===== src/rtl/mux_scan_sampler.sv =====
// Scan sequencer around a 32:1 mux: walks the select over a (possibly wrapping)
// channel range, samples the mux output after a settle delay and assembles a 32-bit word.
module mux_scan_sampler #(
    parameter int unsigned SETTLE = 1
) (
    input  logic        clk,
    input  logic        rst_n,
    input  logic        start,
    input  logic        abort,
    input  logic [4:0]  first_ch,
    input  logic [4:0]  last_ch,
    output logic [4:0]  sel,
    input  logic        y,
    output logic [31:0] data,
    output logic        valid,
    output logic        busy
);

    typedef enum logic [1:0] {
        S_IDLE   = 2'd0,
        S_WAIT   = 2'd1,
        S_SAMPLE = 2'd2
    } state_t;

    localparam logic [3:0] SETTLE_CNT = 4'(SETTLE);
    // With no settle time a freshly loaded channel is sampled on the very next edge.
    localparam state_t ENTRY_STATE = (SETTLE == 0) ? S_SAMPLE : S_WAIT;

    state_t      state_q, state_d;
    logic [3:0]  cnt_q, cnt_d;
    logic [4:0]  sel_q, sel_d;
    logic [4:0]  last_q, last_d;
    logic [31:0] data_q, data_d;
    logic        valid_q, valid_d;
    logic        busy_q, busy_d;

    function automatic logic [31:0] capture_bit(input logic [31:0] word,
                                                input logic [4:0]  idx,
                                                input logic        bit_v);
        logic [31:0] res;
        res      = word;
        res[idx] = bit_v;
        return res;
    endfunction

    always_ff @(posedge clk or negedge rst_n) begin
        if (!rst_n) begin
            state_q <= S_IDLE;
            cnt_q   <= 4'd0;
            sel_q   <= 5'd0;
            last_q  <= 5'd0;
            data_q  <= 32'h0;
            valid_q <= 1'b0;
            busy_q  <= 1'b0;
        end else begin
            state_q <= state_d;
            cnt_q   <= cnt_d;
            sel_q   <= sel_d;
            last_q  <= last_d;
            data_q  <= data_d;
            valid_q <= valid_d;
            busy_q  <= busy_d;
        end
    end

    always_comb begin
        state_d = state_q;
        cnt_d   = cnt_q;
        sel_d   = sel_q;
        last_d  = last_q;
        data_d  = data_q;
        valid_d = 1'b0;
        busy_d  = busy_q;

        unique case (state_q)
            S_IDLE: begin
                // abort wins over a simultaneous start even while idle
                if (start && !abort) begin
                    last_d  = last_ch;
                    sel_d   = first_ch;
                    data_d  = 32'h0;
                    busy_d  = 1'b1;
                    cnt_d   = SETTLE_CNT;
                    state_d = ENTRY_STATE;
                end
            end
            S_WAIT: begin
                if (abort) begin
                    state_d = S_IDLE;
                    busy_d  = 1'b0;
                    data_d  = 32'h0;
                    cnt_d   = 4'd0;
                end else begin
                    cnt_d = cnt_q - 4'd1;
                    if (cnt_q <= 4'd1) begin
                        cnt_d   = 4'd0;
                        state_d = S_SAMPLE;
                    end
                end
            end
            S_SAMPLE: begin
                if (abort) begin
                    state_d = S_IDLE;
                    busy_d  = 1'b0;
                    data_d  = 32'h0;
                    cnt_d   = 4'd0;
                end else begin
                    data_d = capture_bit(data_q, sel_q, y);
                    if (sel_q == last_q) begin
                        state_d = S_IDLE;
                        busy_d  = 1'b0;
                        valid_d = 1'b1;
                        cnt_d   = 4'd0;
                    end else begin
                        // 5-bit increment gives the 31 -> 0 wrap for free
                        sel_d   = sel_q + 5'd1;
                        cnt_d   = SETTLE_CNT;
                        state_d = ENTRY_STATE;
                    end
                end
            end
            default: begin
                state_d = S_IDLE;
                busy_d  = 1'b0;
                cnt_d   = 4'd0;
            end
        endcase
    end

    assign sel   = sel_q;
    assign data  = data_q;
    assign valid = valid_q;
    assign busy  = busy_q;

endmodule


===== config.mk =====
export PLATFORM = sky130hd
export DESIGN_NAME = mux_scan_sampler
export DESIGN_NICKNAME = d
export VERILOG_FILES = /design/src/rtl/mux_scan_sampler.sv
export SDC_FILE = /design/constraint.sdc
export NUM_CORES = 1
export LEC_CHECK = 0
export CAP_MARGIN = 40
export CORE_ASPECT_RATIO = 0.8
export CORE_MARGIN = 1
export CORE_UTILIZATION = 30
export DETAILED_ROUTE_END_ITERATION = 8
export GPL_ROUTABILITY_DRIVEN = 0
export PLACE_DENSITY = 0.63
export SLEW_MARGIN = 20
export SYNTH_ARGS = -nofsm -noshare
export SYNTH_HDL_FRONTEND = slang
export SYNTH_SLANG_ARGS = --single-unit

===== constraint.sdc =====
create_clock -name clk -period 2.06 [get_ports clk]
set_input_delay 0.412 -clock clk [delete_from_list [all_inputs] [get_ports clk]]
set_output_delay 0.412 -clock clk [all_outputs]
set_load 0.005 [all_outputs]

==> impl_metrics.py <==
metrics = {
    "status": {
        "status": "finished clean",
    },
    "clock_network": {
        "cts_max_level": 2,
        "cts_root_buffer": "clkbuf_16",
        "tritoncts": "yes",
        "clk_transition_reported_paths_ns": 0.07,
        "cts_resized": 0,
        "cts_hold_buf": 0,
        "clock_sinks": 50,
        "cts_buffers": 5,
        "worstSkewPairLatency_ns": 0.29,
        "clockBufferDepth": 2,
        "post_cts_buffers": 0,
    },
    "synth": {
        "netlist.area_leader.share": 0.459,
        "synth_common_cells": "50 x dfrtp_1, 50 x o21ai_1, 35 x a21oi_1",
        "ys_ff_latch": 50,
        "synth-main-ff-cell": "dfrtp_1",
        "yosys_warnings": 0,
        "synth_area_leaders": "dfrtp_1 46%, o21ai_1 9.2%, a21oi_1 6.4%, o21ai_0 3.7%, buf_6 3.3%",
        "yosysTopAreaCell": "dfrtp_1",
        "syn_area_um2": 2730,
        "ys_types": 49,
        "netlist_instances": 281,
        "synth_seq_area_share": 0.459,
        "synthArstFlopShare": 1.00,
        "synth_edf_count": 0,
        "syn_avg_cell_area_um2": 9.71,
        "syn-num-nets": 302,
    },
    "timing": {
        "setup_slack_ns": 0.0741,
        "finalSetupTns_ns": 0,
        "period_share": 0.964,
        "hold-worst-slack_ns": 0.224,
        "max-slew-margin-rel": 0.564,
        "clock_skew_ns": 0.00509,
        "rsz0062_at_grt": "false",
        "drv_slew": 0,
        "post-route-min-period_ns": 1.99,
        "setup_viol": 0,
        "hold_viol_final": 0,
        "fmax_mhz": 504,
        "worstMarginPinSlew_ns": 0.654,
    },
    "routing": {
        "wirelength_mm": 7.24,
        "drt_iter0_drc": 139,
        "dr_total_vias": 2353,
        "detail_route.wl_per_cell_um": 16.1,
        "ant_nets": 0,
        "detail_route.first_pass.iterations": 7,
        "vias_per_cell": 5.24,
        "remaining_drc_errors": 0,
    },
    "placed_design": {
        "dp_cells": 441,
        "post-place-ws_ns": 0.0550,
        "dp_hpwl_mm": 4.96,
        "io_buffers": 53,
    },
    "setup_path": {
        "endpoint_kind": "output pin",
        "start_kind": "flop",
        "cp_num_buf_inv": 1,
        "cp_max_fo": 13,
        "ff2ff_path_depth": 5,
        "crit_chain": "clkdlybuf4s50_1",
        "path_class": "flop to output pin",
        "reg2reg_to": "data[5]",
        "worst_ep_arrival_time_ns": 1.57,
        "max_stage_delay_ns": 0.67,
        "timing.reg2reg.setup_slack_ns": 0.28,
        "r2r-start": "sel[2]",
        "critPathTopFamily": "flip-flops",
        "cp.required_ns": 1.65,
        "cpMaxStageDelayCell": "dfrtp_1",
    },
    "floorplan": {
        "initial_utilization": 0.316,
        "io_pins": 54,
        "fp.coreArea_um2": 8630,
        "row_count": 30,
        "die_w_um": 109,
        "dieArea_um2": 9480,
        "die_h_um": 87.3,
    },
    "pwr": {
        "leakage_nw": 1.51,
        "ir_drop_mv": 0.406,
        "power_density_nw_per_um2": 1010,
    },
    "global_route": {
        "grt_usage": 0.166,
        "grt_pass1_vias": 2279,
        "grt_max_degree": 51,
        "grt_pass1_wl_mm": 12.0,
        "grt_antenna_before_repair": 0,
        "globalRoute.totalOverflow": 0,
    },
    "flow_run": {
        "timing.max_cap.violations": 0,
    },
    "min_path": {
        "hold_path.class": "primary input to asynchronous set/reset pin",
    },
    "cells_and_area": {
        "layout.nets": 357,
        "stdcell_count": 449,
        "areaGrowthSynthToFinish_pct": 28.6,
        "n_antenna_cell": 0,
        "drive_gt1_frac": 0.160,
        "fill_cells": 872,
    },
}
stage by stage:
step                utilization  total power [W]  instance area, µm²
global placement          0.389          0.00266                3360
floorplan                     -          0.00224                2730
finish                    0.407          0.00353                3510
CTS                       0.407          0.00355                3510
detailed placement        0.389          0.00269                3360
global route              0.407          0.00375                3510
cells by family after synthesis:
kind of cell | synth area share
AOI/OAI and AO/OA | 0.242
and+or+nand+nor | 0.146
DFF | 0.459
buffers and inverters | 0.0729
muxes | 0.0280
xor gates and xnor gates | 0.0248
adders and majority gates | 0.0275
layer usage:
| layer | up-vias | GRT usage | wire length, µm |
|---|---|---|---|
| li1 | 1113 | - | - |
| met1 | 1146 | 0.244 | 3580 |
| met2 | 86 | 0.236 | 3090 |
| met3 | 8 | 0.0494 | 513 |
| met4 | 0 | 0.0430 | 60 |
| met5 | - | 0 | 0 |
sequential cells by signal, indices dropped and copies added, names as in the netlist:
signal / flops
data: 32
last_q: 5
cnt_q: 4
sel: 5
state_q: 2
busy: 1
valid: 1
final cells by class:
type | count | area, µm² | area share
clock inverter | 2 | 12.5 | 0.00357
inverter | 10 | 37.5 | 0.0107
sequential | 50 | 1250 | 0.357
multi-input combinational | 201 | 1280 | 0.364
timing repair buffer | 68 | 651 | 0.185
tap | 112 | 140 | 0.0399
clock buffer | 6 | 139 | 0.0396
worst max-delay path by stage:
stage	from	end	slack (ns)	cells after the start
4_1_cts	sel[3]	sel[3]	0.05	1
6_report	sel[3]	sel[3]	0.07	1
3_5_place_dp	abort	data[18]	0.06	7
3_3_place_gp	abort	data[5]	0.08	7
5_1_grt	sel[3]	sel[3]	0.02	1
2_1_floorplan	sel[0]	sel[4]	0.52	7
report_power, final:
group / switching [W] / internal (W)
combinational: 0.000782 / 0.000566
sequential: 0.000235 / 0.00110
clock: 0.000370 / 0.000481
placed cells by master (no fill, tap or decap), types with 3 or more instances in the layout:
cell and n:
nor3_2 3, mux2_2 5, buf_4 14, a21oi_1 35, xor2_1 3, dfrtp_1 50
nand3b_1 3, nand2_1 13, inv_1 9, ha_1 6, o21ai_0 20, nand2_4 5
clkdlybuf4s50_1 52, o21ai_1 50, clkbuf_16 5, a31oi_1 3, nor2_1 13, nor3_1 4
(Power assumes the default switching activity.)
